[src/rtl/status_flag_sequencer.sv]
// rtl/status_flag_sequencer.sv - FIFO-buffered, one-hot command driver for the carry/zero status register
module status_flag_sequencer #(
  parameter int DEPTH     = 4,
  parameter int INIT_SYNC = 1
) (
  input  logic                   clk,
  input  logic                   rst_n,
  input  logic                   req_valid,
  input  logic [2:0]             req_op,
  input  logic                   req_c,
  input  logic                   req_z,
  output logic                   req_ready,
  input  logic                   ovf_clr,
  output logic                   SRload,
  output logic                   Cin,
  output logic                   Zin,
  output logic                   Cset,
  output logic                   Creset,
  output logic                   Zset,
  output logic                   Zreset,
  output logic                   c_shadow,
  output logic                   z_shadow,
  output logic [$clog2(DEPTH):0] level,
  output logic                   busy,
  output logic                   ovf
);

  localparam int AW = $clog2(DEPTH);
  localparam int LW = AW + 1;
  localparam logic [LW-1:0] FULL_LVL = LW'(DEPTH);

  localparam logic [2:0] OP_NOP     = 3'd0;
  localparam logic [2:0] OP_LOAD    = 3'd1;
  localparam logic [2:0] OP_CSET    = 3'd2;
  localparam logic [2:0] OP_CRESET  = 3'd3;
  localparam logic [2:0] OP_ZSET    = 3'd4;
  localparam logic [2:0] OP_ZRESET  = 3'd5;
  localparam logic [2:0] OP_CLR_ALL = 3'd6;
  localparam logic [2:0] OP_SET_ALL = 3'd7;

  typedef enum logic [1:0] {INIT_C, INIT_Z, RUN, SECOND} state_t;

  state_t        state, state_nx;
  logic [4:0]    mem [DEPTH];
  logic [AW-1:0] wptr, rptr;
  logic          second_set;
  logic          full, empty, push, pop;
  logic [2:0]    head_op;
  logic          head_c, head_z;
  logic          srload_d, cin_d, zin_d, cset_d, creset_d, zset_d, zreset_d;

  assign full      = (level == FULL_LVL);
  assign empty     = (level == '0);
  assign req_ready = ((state == RUN) || (state == SECOND)) && !full;
  assign push      = req_valid && req_ready && (req_op != OP_NOP);
  assign pop       = (state == RUN) && !empty;
  assign busy      = !empty || (state != RUN);
  assign {head_op, head_c, head_z} = mem[rptr];

  always_ff @(posedge clk) begin
    if (push) mem[wptr] <= {req_op, req_c, req_z};
  end

  always_ff @(posedge clk or negedge rst_n) begin
    if (!rst_n) begin
      wptr  <= '0;
      rptr  <= '0;
      level <= '0;
      ovf   <= 1'b0;
    end else begin
      if (push) wptr <= wptr + AW'(1);
      if (pop)  rptr <= rptr + AW'(1);
      case ({push, pop})
        2'b10:   level <= level + LW'(1);
        2'b01:   level <= level - LW'(1);
        default: ;
      endcase
      // a stall on the same edge as a clear keeps the flag set
      ovf <= (req_valid && !req_ready) || (ovf && !ovf_clr);
    end
  end

  always_ff @(posedge clk or negedge rst_n) begin
    if (!rst_n) state <= (INIT_SYNC != 0) ? INIT_C : RUN;
    else        state <= state_nx;
  end

  always_comb begin
    state_nx = state;
    case (state)
      INIT_C:  state_nx = INIT_Z;
      INIT_Z:  state_nx = RUN;
      RUN:     if (pop && ((head_op == OP_CLR_ALL) || (head_op == OP_SET_ALL))) state_nx = SECOND;
      SECOND:  state_nx = RUN;
      default: state_nx = RUN;
    endcase
  end

  always_comb begin
    {srload_d, cin_d, zin_d, cset_d, creset_d, zset_d, zreset_d} = '0;
    case (state)
      INIT_C: creset_d = 1'b1;
      INIT_Z: zreset_d = 1'b1;
      RUN: if (pop) begin
        case (head_op)
          OP_LOAD: begin
            srload_d = 1'b1;
            cin_d    = head_c;
            zin_d    = head_z;
          end
          OP_CSET, OP_SET_ALL:   cset_d   = 1'b1;
          OP_CRESET, OP_CLR_ALL: creset_d = 1'b1;
          OP_ZSET:               zset_d   = 1'b1;
          OP_ZRESET:             zreset_d = 1'b1;
          default: ;
        endcase
      end
      SECOND: begin
        if (second_set) zset_d   = 1'b1;
        else            zreset_d = 1'b1;
      end
      default: ;
    endcase
  end

  // shadows follow the command being registered on the same edge
  always_ff @(posedge clk or negedge rst_n) begin
    if (!rst_n) begin
      {SRload, Cin, Zin, Cset, Creset, Zset, Zreset} <= '0;
      c_shadow   <= 1'b0;
      z_shadow   <= 1'b0;
      second_set <= 1'b0;
    end else begin
      SRload <= srload_d;
      Cin    <= cin_d;
      Zin    <= zin_d;
      Cset   <= cset_d;
      Creset <= creset_d;
      Zset   <= zset_d;
      Zreset <= zreset_d;
      if (srload_d) begin
        c_shadow <= cin_d;
        z_shadow <= zin_d;
      end
      if (cset_d)   c_shadow <= 1'b1;
      if (creset_d) c_shadow <= 1'b0;
      if (zset_d)   z_shadow <= 1'b1;
      if (zreset_d) z_shadow <= 1'b0;
      if (pop) second_set <= (head_op == OP_SET_ALL);
    end
  end

endmodule

[config.mk]
export PLATFORM = sky130hd
export DESIGN_NAME = status_flag_sequencer
export DESIGN_NICKNAME = d
export VERILOG_FILES = /design/src/rtl/status_flag_sequencer.sv
export SDC_FILE = /design/constraint.sdc
export NUM_CORES = 1
export LEC_CHECK = 0
export CAP_MARGIN = 20
export CORE_MARGIN = 3
export CORE_UTILIZATION = 30
export DETAILED_ROUTE_END_ITERATION = 16
export GPL_TIMING_DRIVEN = 0
export PLACE_DENSITY = 0.58
export REMOVE_ABC_BUFFERS = 1
export SYNTH_ARGS = -nofsm -noshare
export SYNTH_HDL_FRONTEND = slang
export SYNTH_SLANG_ARGS = --single-unit
[constraint.sdc]
create_clock -name clk -period 1.81 [get_ports clk]
set_input_delay 0.362 -clock clk [delete_from_list [all_inputs] [get_ports clk]]
set_output_delay 0.362 -clock clk [all_outputs]
set_load 0.03 [all_outputs]
Word-level counts from Yosys, hierarchy flattened
Memory sizes are Yosys's and may differ from the RTL's.
Cells that the tools add are included.
Word-level totals
  bits in registers: 20
  latch bits: 0
  bits in writable memories: 20
  ROM bits: 0
  word-level logic and storage cells: 93
  memories: 1
Operators by class
  add/sub/neg operators: 4
  $mul: 0
  div/mod/pow operators: 0
  order comparisons: 0
  equality and inequality tests: 15
  shift operators: 0
  muxes and demuxes: 34
  bitwise operators: 0
  reductions and logical operators: 24
Memory list
  mem: words 4, width 5, rd ports 1, clocked after memory_dff 0, write ports 1, RTL line 44  | logic [4:0] mem [DEPTH];
Operator list (number)
  1-bit 2-to-1 mux: 28
  3-bit == test, second input constant: 5
  3-bit nonzero test: 3
  1-bit logical AND: 7
  2-bit == test, second input constant: 3
  3-bit by 2-bit == test with 1-bit output, second input constant: 2
  2-bit one-hot mux with 3 select lines: 1
  3-bit one-hot mux with 2 select lines: 1
  2-bit OR reduction: 3
  2-bit by 1-bit adder with 2-bit output, second input constant: 2
  2-bit by 1-bit == test with 1-bit output, second input constant: 2
  1-bit logical NOT: 4
  1-bit logical OR: 4
  1-bit one-hot mux with 2 select lines: 2
  3-bit by 1-bit adder with 3-bit output, second input constant: 1
  3-bit by 1-bit == test with 1-bit output, second input constant: 1
  3-bit logical NOT: 1
  1-bit one-hot mux with 3 select lines: 1
  3-bit by 1-bit subtractor with 3-bit output, second input constant: 1
  2-bit logical NOT: 1
  2-bit 2-to-1 mux: 1
  2-bit by 1-bit != test with 1-bit output, second input constant: 1
  2-bit != test, second input constant: 1
  2-bit nonzero test: 1

Logic depth before layout (Yosys ltp)
Gate-level depths: netlist (run 1).
  depth in word-level cells: 8
  depth in mapped cells: 10
  mapped depth without buffers: 10

Worst setup path after synthesis (run 1)
OpenSTA, ideal clock, no wires.
  path kind: register to register
  from: register level[0]
  to: register level[2]
  setup time: 0.137 ns
  arrival time: 2.563 ns
  data required time: 1.673 ns
  slack: -0.890 ns
  cell stages (with the launch flop): 11
  clock period less this slack: 2.700 ns
  cell sequence: dfrtp_1 inv_1 a31oi_1 o311a_1 inv_1 ha_1 inv_1 fa_1 xor2_1 nor2_1 xor2_1
Between the ends
  word-level cells in the longest chain between the ends: 7
  elaborated cells on any way between the ends: 14
RTL lines
  start, declared: RTL line 23  | output logic [$clog2(DEPTH):0] level,
  start signal, assigned: RTL line 74  | 2'b10: level <= level + LW'(1);
  start signal, assigned: RTL line 75  | 2'b01: level <= level - LW'(1);
  3-bit == test (*): RTL line 52  | assign full = (level == FULL_LVL);
  1-bit logical NOT (*): RTL line 54  | assign req_ready = ((state == RUN) || (state == SECOND)) && !full;
  1-bit logical AND (*): RTL line 54
  net req_ready: RTL line 12  | output logic req_ready,
  1-bit logical AND (*) (2 in a row): RTL line 55  | assign push = req_valid && req_ready && (req_op != OP_NOP);
  2-bit by 1-bit == test with 1-bit output / 2-bit == test (equally long branches): RTL line 73  | case ({push, pop})
  3-bit one-hot mux with 2 select lines / 2-bit nonzero test (equally long branches)
Mark *: on every way through the listed nets, which the timed path passes. The rest lies on a longest branch.
A chain may end at the register's enable or synchronous reset.

Worst setup path in the final report (run 1)
  from: register level[1]
  to: register level[2]
Between the ends
  word-level cells in the longest chain between the ends: 7
  elaborated cells on any way between the ends: 14
RTL lines (RTL line)
  3-bit == test: 52
  1-bit logical NOT: 54
  1-bit logical AND: 54
  1-bit logical AND (2 in a row): 55
  2-bit by 1-bit == test with 1-bit output / 2-bit == test (equally long branches): 73
  3-bit one-hot mux with 2 select lines / 2-bit nonzero test (equally long branches)
Several ways; a longest one is shown, not always the timed one.

==> results of run 1 <==
==> critical path: stages, from the launching register on <==
cell	delay, ps
dfrtp_1	430
inv_2	110
a31oi_4	90
o311a_1	160
inv_2	80
ha_4	140
inv_2	30
fa_2	320
xor2_1	140
nor2_1	140
xor2_1	170
==> report_power, final <==
| part | total [mW] | internal [mW] | switching (mW) |
|---|---|---|---|
| clock network | 0.601 | 0.311 | 0.290 |
| registers | 1.42 | 1.24 | 0.180 |
| logic | 2.17 | 1.08 | 1.10 |
==> layout by cell type, fill, tap and decap left out, types with 2 or more instances in the layout <==
| cell type | n |
|---|---|
| xor2_1 | 3 |
| nand4b_4 | 2 |
| nand2_1 | 6 |
| dlygate4sd2_1 | 5 |
| buf_4 | 24 |
| clkdlybuf4s50_1 | 15 |
| dfrtp_2 | 3 |
| mux4_1 | 2 |
| o21a_1 | 2 |
| o21ai_0 | 4 |
| nor2_1 | 2 |
| xnor2_1 | 4 |
| mux4_2 | 3 |
| and2_1 | 4 |
| nand3_1 | 3 |
| inv_2 | 6 |
| dfrtp_1 | 17 |
| edfxtp_1 | 20 |
| inv_1 | 6 |
| clkbuf_8 | 6 |
| ha_1 | 4 |
| clkbuf_1 | 2 |
==> how the worst min path moves through the flow <==
stage | slack [ps] | depth (start not counted) | from | to
CTS | 470 | 1 | req_op[0] | mem[0][2]
global route | 490 | 1 | req_op[1] | mem[0][3]
global placement | 490 | 1 | state[0] | state[0]
finish | 470 | 1 | req_op[0] | mem[0][2]
detailed placement | 490 | 1 | state[0] | state[0]
floorplan | 70 | 0 | rst_n | Cin
==> through the flow <==
step | instances | TNS (ps) | power, mW | setup slack, ps
finish | 235 | -95.6 | 4.19 | -95.6
global route | 235 | -355 | 4.50 | -220
CTS | 227 | -28.2 | 4.02 | -28.2
detailed placement | 204 | -4640 | 3.09 | -698
global placement | 204 | -3400 | 3.03 | -665
floorplan | 111 | -12610 | 2.56 | -890
==> registers in the layout (all words and copies together) (netlist names), 2 cells and up <==
register and flops:
level 3, mem 20, rptr 2, state 2
wptr 2
==> routing by layer <==
layer | track usage (%) | vias up | wire, um
li1 | - | 509 | -
met1 | 12.5 | 533 | 1400
met2 | 20.4 | 27 | 1790
met3 | 3.51 | 10 | 147
met4 | 5.32 | 0 | 82
met5 | 0 | - | 0
==> cell type report <==
cell class / count / area (um2) / share of cell area [%]
repair buffers: 46 / 392 / 16.8
inverters: 13 / 53.8 / 2.31
clock buffers: 8 / 90.1 / 3.86
multi-input cells: 58 / 604 / 25.9
well taps: 70 / 87.6 / 3.76
flip-flops and latches: 40 / 1100 / 47.4
==> what timing repair did <==
item / in CTS / in global routing
pin swaps: 9 / 6
setup buffers: 15 / 8
endpoints found under the setup margin: 27 / 16
resized for setup: 31 / 3
==> cell families (layout without fill, tap and decap cells) <==
logic type,count (synthesis),after routing
flip-flops,40,40
AND/OR/NAND/NOR,25,25
buffers and inverters,15,67
AO/OA/AOI/OAI,13,13
XOR/XNOR,7,7
multiplexers,7,7
adder cells (fa/ha/maj),6,6
==> flow_metrics.tcl, run 1 <==
set metrics [dict create \
    nets 179 \
    n_antenna_cell 0 \
    synthArstFlopShare_pct 50.0 \
    core_area_mm2 0.00530 \
    overflow 0 \
    grt_usage_pct 11.5 \
    r2r_cells 10 \
    fp.dieW_um 81.6 \
    io_buffers 23 \
    row_count 26 \
    synth-compound-area-share_pct 5.47 \
    crit_start "level[1]" \
    pwr_density_cell_mw_per_mm2 1800 \
    cp_max_fo 4 \
    critPathRequiredTime_ps 2020 \
    hold_path.class "input pin to flop" \
    synth_adder_area_share_pct 4.81 \
    period_share_pct 105 \
    dp_hpwl_mm 2.24 \
    rsz0062_at_grt "true" \
    reg2reg_to "level[2]" \
    ys_top_cells_by_count "dfrtp_1 (20), edfxtp_1 (20), inv_1 (13), nand2_1 (7), ha_1 (5)" \
    status "complete, but fails checks" \
    hold_viol 0 \
    synth.area.top_cells "edfxtp_1 (35%), dfrtp_1 (29%), mux4_2 (3.9%), ha_1 (3.6%), mux4_1 (3.1%)" \
    drive_gt1_share_pct 33.9 \
    r2r_start "level[1]" \
    n_fill_cell 481 \
    skew_ps 7.28 \
    cts_tree "done" \
    numCtsBuffers 5 \
    pin_count 24 \
    clkLatencyLatePin_ps 290 \
    final_cell_area_mm2 0.00233 \
    clk_pin_slew_ps 80 \
    firstDrtPassIters 4 \
    grt_antenna_before_repair 0 \
    routed_via_density 4.59 \
    clock_path_buffers 2 \
    endpoint "level[2]" \
    syn_inst 113 \
    cts_sinks 40 \
    syn_area_per_cell_um2 15.2 \
    die-area_mm2 0.00666 \
    drc 0 \
    synth_top_area_share_pct 35.0 \
    drtAntennaViolNets 0 \
    synthDistinctLibCells 33 \
    path_class "flop to flop" \
    cts_hold_buf 0 \
    maxCapViolCount 0 \
    synth_enable_flop_cells 20 \
    vias 1079 \
    arrival_ps 2110 \
    wl_per_cell_um 14.5 \
    finalMaxSlewViolations 0 \
    place_congestion 0.800 \
    yosys_warnings 0 \
    timing.hold.ws_ps 473 \
    yosys.area_share.xor_xnor_pct 3.57 \
    cts_root_buffer "clkbuf_8" \
    ys.flop_type "edfxtp_1" \
    violations "setup timing" \
    synthToLayoutAreaGrowth_pct 36.0 \
    worstMarginPinSlew_ps 913 \
    synth_top_area_cell "edfxtp_1" \
    reg2reg_slack_ps -100 \
    grt_max_degree 21 \
    max_freq_mhz 525 \
    fin_ws_ps -95.6 \
    wl_mm 3.42 \
    h-tree-depth 2 \
    placed_area_mm2 0.00202 \
    seq_area_frac_synth_pct 64.2 \
    first_iter_violations 26 \
    synth-simple-area-share_pct 9.92 \
    grt_first_pass_wirelength_mm 5.55 \
    yosys_register_bits 40 \
    cp-start-kind "flop" \
    max-slew-margin-rel_pct 39.0 \
    p_leak_nw 0.990 \
    period_minus_slack_ps 1910 \
    syn_area_mm2 0.00172 \
    grt_pass1_vias 1162 \
    start_util_pct 32.4 \
    synthMuxAreaShare_pct 8.24 \
    die_y_um 81.6 \
    final_util_pct 44.0 \
    vdd_drop_max_uv 905 \
    critPathCaptureType "flop" \
    synth_top_family_by_area "simple AND/OR/NAND/NOR gates" \
    finalSetupViolations 1 \
]
(Power assumes the default switching activity.)
==> run 2, diff against run 1 <==
--- a/config.mk
+++ b/config.mk
@@ -5,13 +5,13 @@
 export SDC_FILE = /design/constraint.sdc
 export NUM_CORES = 1
 export LEC_CHECK = 0
-export CAP_MARGIN = 20
 export CORE_MARGIN = 3
 export CORE_UTILIZATION = 30
 export DETAILED_ROUTE_END_ITERATION = 16
 export GPL_TIMING_DRIVEN = 0
 export PLACE_DENSITY = 0.58
 export REMOVE_ABC_BUFFERS = 1
+export SLEW_MARGIN = 20
 export SYNTH_ARGS = -nofsm -noshare
 export SYNTH_HDL_FRONTEND = slang
 export SYNTH_SLANG_ARGS = --single-unit
==> results of run 2 <==
The final DEF is identical to that of run 1; final timing and power are the same.
